===== config.mk =====
export PLATFORM = sky130hd
export DESIGN_NAME = dm_ctrl
export DESIGN_NICKNAME = d
export VERILOG_FILES = /design/src/rtl/dm_pkg.sv /design/src/rtl/dm_parity.sv /design/src/rtl/dm_ctrl.sv
export SDC_FILE = /design/constraint.sdc
export NUM_CORES = 1
export LEC_CHECK = 0
export ABC_AREA = 1
export CAP_MARGIN = 10
export CORE_ASPECT_RATIO = 2
export CORE_UTILIZATION = 46
export CTS_BUF_LIST = sky130_fd_sc_hd__clkbuf_2 sky130_fd_sc_hd__clkbuf_4 sky130_fd_sc_hd__clkbuf_8
export DETAILED_ROUTE_END_ITERATION = 10
export PLACE_DENSITY = 0.95
export SETUP_SLACK_MARGIN = 0.2
export SLEW_MARGIN = 20
export SYNTH_ARGS = -nofsm -noshare
export SYNTH_HDL_FRONTEND = slang
export SYNTH_HIERARCHICAL = 1
export SYNTH_SLANG_ARGS = --single-unit

===== constraint.sdc =====
create_clock -name clock -period 4 [get_ports clock]
set_input_delay 0.8 -clock clock [delete_from_list [all_inputs] [get_ports clock]]
set_output_delay 0.8 -clock clock [all_outputs]
set_load 0.005 [all_outputs]

===== src/rtl/dm_pkg.sv =====
// Shared types and defaults for the data-memory access controller.
// Optional feature macro: PARITY_CHK_EN. When it is defined, the SRAM word
// carries one extra even-parity bit (PAR_W = 1). Otherwise PAR_W = 0.
package dm_pkg;

  typedef enum logic [1:0] {
    IDLE,
    ACCESS,
    DONE
  } dm_state_e;

  localparam int unsigned DM_ADDR_W = 20;
  localparam int unsigned DM_DATA_W = 8;
  localparam int unsigned WAIT_W    = 4;

`ifdef PARITY_CHK_EN
  localparam int unsigned PAR_W = 1;
`else
  localparam int unsigned PAR_W = 0;
`endif

endpackage


===== src/rtl/dm_parity.sv =====
// Even-parity generator/checker for the SRAM word (used only with PARITY_CHK_EN).
// Ports:
//   wr_data  in  DATA_W    data word about to be written
//   wr_par   out 1         even-parity bit to store alongside wr_data
//   rd_word  in  DATA_W+1  word read back from SRAM, parity in the MSB
//   rd_bad   out 1         high when rd_word fails the even-parity check
module dm_parity #(
  parameter int unsigned DATA_W = 8
) (
  input  logic [DATA_W-1:0] wr_data,
  output logic              wr_par,
  input  logic [DATA_W:0]   rd_word,
  output logic              rd_bad
);

  // Even parity: the stored bit makes the XOR of the whole word zero.
  assign wr_par = ^wr_data;
  assign rd_bad = ^rd_word;

endmodule


===== src/rtl/dm_ctrl.sv =====
// Data-memory access controller: accepts a read or write request from the
// address register, runs a wait-stated single-port SRAM access and retires it
// with a one-cycle done pulse. busy stalls the control unit meanwhile.
// Optional feature macro: PARITY_CHK_EN (even parity on the SRAM word).
// Ports:
//   clock, rst           clock and asynchronous active-high reset
//   dm_addr, dm_r, dm_wr request address and read/write strobes
//   wr_data              write data sampled with dm_wr
//   rd_data              last read word, held until the next read
//   busy, done           access in progress / retire pulse
//   addr_err, conflict   out-of-range access / simultaneous r+wr pulses
//   mem_ce, mem_we       SRAM chip and write enables
//   mem_addr, mem_wdata  latched SRAM address and write word
//   mem_rdata            SRAM read word, valid on the final access cycle
//   par_err              parity error pulse with done (0 without PARITY_CHK_EN)
module dm_ctrl
  import dm_pkg::*;
#(
  parameter int unsigned ADDR_W   = DM_ADDR_W,
  parameter int unsigned DATA_W   = DM_DATA_W,
  parameter int unsigned DEPTH    = 1048576,
  parameter int unsigned WAIT_CYC = 2
) (
  input  logic                    clock,
  input  logic                    rst,
  input  logic [ADDR_W-1:0]       dm_addr,
  input  logic                    dm_r,
  input  logic                    dm_wr,
  input  logic [DATA_W-1:0]       wr_data,
  output logic [DATA_W-1:0]       rd_data,
  output logic                    busy,
  output logic                    done,
  output logic                    addr_err,
  output logic                    conflict,
  output logic                    mem_ce,
  output logic                    mem_we,
  output logic [ADDR_W-1:0]       mem_addr,
  output logic [DATA_W+PAR_W-1:0] mem_wdata,
  input  logic [DATA_W+PAR_W-1:0] mem_rdata,
  output logic                    par_err
);

  localparam int unsigned MW = DATA_W + PAR_W;

  dm_state_e         state_q, state_d;
  logic [WAIT_W-1:0] cnt_q, cnt_d;
  logic [ADDR_W-1:0] mem_addr_q, mem_addr_d;
  logic [MW-1:0]     mem_wdata_q, mem_wdata_d;
  logic [DATA_W-1:0] rd_data_q, rd_data_d;
  logic              busy_q, busy_d;
  logic              done_q, done_d;
  logic              addr_err_q, addr_err_d;
  logic              conflict_q, conflict_d;
  logic              mem_ce_q, mem_ce_d;
  logic              mem_we_q, mem_we_d;
  logic              par_err_d;
  logic [MW-1:0]     wr_word;
  logic              rd_par_bad;
  logic              out_of_range;

`ifdef PARITY_CHK_EN
  logic wr_par;
  logic par_err_q;

  dm_parity #(.DATA_W(DATA_W)) u_parity (
    .wr_data (wr_data),
    .wr_par  (wr_par),
    .rd_word (mem_rdata),
    .rd_bad  (rd_par_bad)
  );

  assign wr_word = {wr_par, wr_data};
  assign par_err = par_err_q;
`else
  assign wr_word    = wr_data;
  assign rd_par_bad = 1'b0;
  assign par_err    = 1'b0;
`endif

  // Widened so the compare also works when DEPTH equals 2**ADDR_W.
  assign out_of_range = 33'(dm_addr) >= 33'(DEPTH);

  always_comb begin
    state_d     = state_q;
    cnt_d       = cnt_q;
    mem_addr_d  = mem_addr_q;
    mem_wdata_d = mem_wdata_q;
    rd_data_d   = rd_data_q;
    busy_d      = 1'b0;
    done_d      = 1'b0;
    addr_err_d  = 1'b0;
    conflict_d  = 1'b0;
    mem_ce_d    = 1'b0;
    mem_we_d    = 1'b0;
    par_err_d   = 1'b0;
    unique case (state_q)
      IDLE: begin
        if (dm_r || dm_wr) begin
          mem_addr_d  = dm_addr;
          mem_wdata_d = wr_word;
          conflict_d  = dm_r && dm_wr;
          if (out_of_range) begin
            state_d    = DONE;
            done_d     = 1'b1;
            addr_err_d = 1'b1;
          end else begin
            state_d  = ACCESS;
            busy_d   = 1'b1;
            mem_ce_d = 1'b1;
            // Write wins when both strobes are set.
            mem_we_d = dm_wr;
            cnt_d    = WAIT_W'(WAIT_CYC);
          end
        end
      end
      ACCESS: begin
        if (cnt_q == '0) begin
          state_d = DONE;
          done_d  = 1'b1;
          if (!mem_we_q) begin
            rd_data_d = mem_rdata[DATA_W-1:0];
            par_err_d = rd_par_bad;
          end
        end else begin
          cnt_d    = cnt_q - WAIT_W'(1);
          busy_d   = 1'b1;
          mem_ce_d = 1'b1;
          mem_we_d = mem_we_q;
        end
      end
      DONE: begin
        // Requests in the done cycle are dropped; IDLE accepts from next cycle.
        state_d = IDLE;
      end
      default: state_d = IDLE;
    endcase
  end

  always_ff @(posedge clock or posedge rst) begin
    if (rst) begin
      state_q     <= IDLE;
      cnt_q       <= '0;
      mem_addr_q  <= '0;
      mem_wdata_q <= '0;
      rd_data_q   <= '0;
      busy_q      <= 1'b0;
      done_q      <= 1'b0;
      addr_err_q  <= 1'b0;
      conflict_q  <= 1'b0;
      mem_ce_q    <= 1'b0;
      mem_we_q    <= 1'b0;
    end else begin
      state_q     <= state_d;
      cnt_q       <= cnt_d;
      mem_addr_q  <= mem_addr_d;
      mem_wdata_q <= mem_wdata_d;
      rd_data_q   <= rd_data_d;
      busy_q      <= busy_d;
      done_q      <= done_d;
      addr_err_q  <= addr_err_d;
      conflict_q  <= conflict_d;
      mem_ce_q    <= mem_ce_d;
      mem_we_q    <= mem_we_d;
    end
  end

`ifdef PARITY_CHK_EN
  always_ff @(posedge clock or posedge rst) begin
    if (rst) par_err_q <= 1'b0;
    else     par_err_q <= par_err_d;
  end
`else
  logic unused_par;
  assign unused_par = par_err_d ^ rd_par_bad;
`endif

  assign rd_data   = rd_data_q;
  assign busy      = busy_q;
  assign done      = done_q;
  assign addr_err  = addr_err_q;
  assign conflict  = conflict_q;
  assign mem_ce    = mem_ce_q;
  assign mem_we    = mem_we_q;
  assign mem_addr  = mem_addr_q;
  assign mem_wdata = mem_wdata_q;

endmodule


==> summary.txt <==
Timing
  • Final period utilization: 59.2%
  • Layout Skew: 10.3 ps
  • Finish-stage setup viols: 0
  • Worst Hold Slack: 481 ps
  • RSZ-0062 raised after global routing: false
  • Fin. Hold Viols: 0
  • Slew Viols, Final: 0
  • Min Tclk post-route: 2370 ps
  • Slew headroom: 39.8%
  • Worst slew pin tran: 902 ps
  • Fmax: 422 MHz
  • Final setup TNS: 0 ps

Critical path
  • CP cell instances: clkdlybuf4s50_1 > o21ai_2 > inv_2 > a21oi_1 > o21ai_0
  • CP arrival: 2540 ps
  • Reg2Reg Setup Slack: 2440 ps
  • RR Endpoint: cnt_q[1]
  • Startpoint Class: input pin
  • Reg2reg start: state_q[1]
  • Family with the most delay on the worst path: compound AO/OA/AOI/OAI gates
  • Worst setup EP type: flop
  • CP max stage delay: 600 ps
  • Required time worst endpoint: 4180 ps
  • Setup CP Type: input pin to flop
  • Reg2Reg Depth: 5
  • Crit path buf inv count: 2
  • CP max-delay cell: o21ai_2
  • Crit Path Max Fanout: 29

Clocking
  • Max Buffers Root-to-Sink: 2
  • H-tree depth: 2
  • Clock slew at reported path FFs: 90 ps
  • CTS Hold Bufs: 0
  • CTS root buf: clkbuf_8
  • CTS tree: done
  • CTS-repair resized insts: 0
  • CTS buffer count: 5
  • # clock sinks: 46
  • Postcts setup bufs: 0
  • Worst skew pair latency: 300 ps

Detailed routing
  • Routed length per placed instance: 13.2 microns
  • ANT nets after route: 0
  • Via Count: 1,588
  • Post-Route WL: 4430 microns
  • Drt first pass iters: 4
  • Initial drt markers: 33
  • DRT met1 WL: 1520 microns
  • Vias per cell: 4.74
  • Wire length on met2: 2500 microns
  • Top Layer Used: met4
  • # DRC: 0
  • DR WL met3: 273 microns

Die
  • Core area: 3840 sq um
  • Chip width: 46.7 microns
  • Die footprint: 4270 sq um
  • Initial Util: 47.9%
  • Rows: 32
  • Die height: 91.4 microns
  • Ports: 83

Logic synthesis
  • Post-Syn Area: 1840 sq um
  • YS warnings: 6
  • Compound-cell area share of the yosys netlist: 1.84%
  • Area share of and/or/nand/nor cells after synthesis: 29.0%
  • Xor/xnor cell area share of the yosys netlist: 0.476%
  • Async SR Flop Fraction: 100%
  • Top FF cell, synth: dfrtp_1
  • Largest family of logic cells by synthesized area: simple AND/OR/NAND/NOR gates
  • Largest area contributor in the netlist: dfrtp_1
  • Share of the synthesized area in the top cell type: 62.6%
  • Mux cell area share after synthesis: 0%
  • Cells after Synth: 203
  • Synth top area cells: dfrtp_1 (63%), nand2_1 (21%), nand3_1 (3.0%), buf_4 (1.6%), nor2_1 (1.4%)
  • Adder-Cell Fraction of Synth Area: 0.680%
  • Synth cell types: 21
  • Yosys reg bits: 46
  • Post-synth EDFFs: 0
  • Register area share after synthesis: 62.6%
  • Synthesized area per cell: 9.06 sq um

Power
  • Power density cells: 769 nW/um^2
  • Pwr Total: 0.00213 W
  • Leakage: 1.36 nW
  • Worst vdd ir: 0.000500 V

Outcome
  • Outcome: finished, final reports clean

Placement
  • Placed Instance Area: 2650 sq um
  • Final Wtd Congestion: 0.772
  • DP Wirelength: 3260 microns
  • Port bufs: 80

Hold path
  • Hold Path End: rd_data[3]
  • WHS Path Cells: 2
  • Worst hold path class: flop to flop
  • Hold_sp: rd_data[3]

Finish
  • Antenna diodes: 0
  • P&R area growth vs syn: 50.5%
  • Share of cells above drive strength 1: 6.69%
  • Final nets: 324
  • Post-route design area: 2770 sq um
  • Util after Layout: 72.0%
  • Fillers: 299

Global routing
  • Largest net degree at the start of global routing: 47
  • Global-route wire length before repair: 6950 microns
  • Grt ovf: 0
  • GRT Total Usage: 22.8%
  • Vias in the first global route: 1,639
  • Antenna violations before repair: 0

Flow run
  • Max-Cap Viols: 0
==> routing by layer <==
layer / vias up / GRT usage (%)
met5: - / 0
met4: 0 / 11.2
met3: 13 / 5.96
met2: 65 / 41.0
met1: 735 / 21.6
li1: 775 / -
==> cell usage in the layout, fill, tap and decap left out <==
cell type / instances
o21ai_0: 4
clkbuf_4: 1
clkbuf_8: 5
nand2_4: 1
inv_1: 5
nand2_2: 2
dfrtp_1: 46
inv_2: 3
nor2_1: 7
ha_1: 1
conb_1: 2
nor2_2: 1
clkdlybuf4s50_1: 80
nand4_1: 1
xor2_1: 1
nand3_1: 11
a21oi_1: 1
clkinvlp_4: 1
buf_4: 1
nor2_4: 2
bufinv_16: 1
nand2_1: 105
o21ai_2: 1
clkinv_1: 1
==> worst reg2reg max path, stage by stage (launching register included) <==
cell	delay, ps
dfrtp_1	410
nor2_2	60
o21ai_2	270
inv_2	390
a21oi_1	200
o21ai_0	100
==> metrics by stage <==
stage,worst slack (ps),instances
2_1_floorplan,2110,204
3_3_place_gp,1360,327
3_5_place_dp,1320,327
4_1_cts,1620,335
5_1_grt,1460,335
6_report,1630,335
==> layout make-up <==
cell class	count	area, sq um	area share (%)
Multi-Input combinational cell	140	597	21.6
Inverter	9	33.8	1.22
Clock buffer	6	76.3	2.76
Clock inverter	2	37.5	1.36
Sequential cell	46	1150	41.6
Timing Repair Buffer	81	808	29.2
Tap cell	51	63.8	2.31
==> registers in the layout, indices dropped and copies added (netlist names) <==
signal and flops:
cnt_q 4, mem_addr 20, mem_we 1, done 1, mem_ce 1, state_q 2, rd_data 8, conflict 1
mem_wdata 8
==> where the power goes <==
group	internal, W	leakage (nW)	switching, W
clock network	0.000193	0.0548	0.000151
logic	0.000515	0.742	0.000455
registers	0.000687	0.568	0.000127
total	0.00140	1.36	0.000734
==> cell usage after synthesis, types with 2 or more instances <==
cell type / n
nand2_1: 105
dfrtp_1: 46
nand3_1: 11
nor2_1: 7
inv_1: 6
buf_2: 4
buf_4: 4
o21ai_0: 4
inv_2: 2
nand2_2: 2
nor2_4: 2
==> worst max path at each step <==
stage                     start       end  slack (ps)  cells after the start
after global placement    dm_wr  cnt_q[1]        1360                      5
after floorplan             rst  cnt_q[0]        2110                      1
after detailed placement  dm_wr  cnt_q[1]        1320                      5
after CTS                 dm_wr  cnt_q[1]        1620                      5
after global routing      dm_wr  cnt_q[1]        1460                      5
final                     dm_wr  cnt_q[1]        1630                      5
==> logic make-up (layout without fill, tap and decap cells) <==
logic type,Yosys count,count (layout)
fa+ha+maj,1,1
xor+xnor,1,1
flops,46,46
compound gates,6,6
other cells,1,2
simple gates,130,130
buf+inv,18,98
No activity file was read; power rests on OpenSTA's default activity.
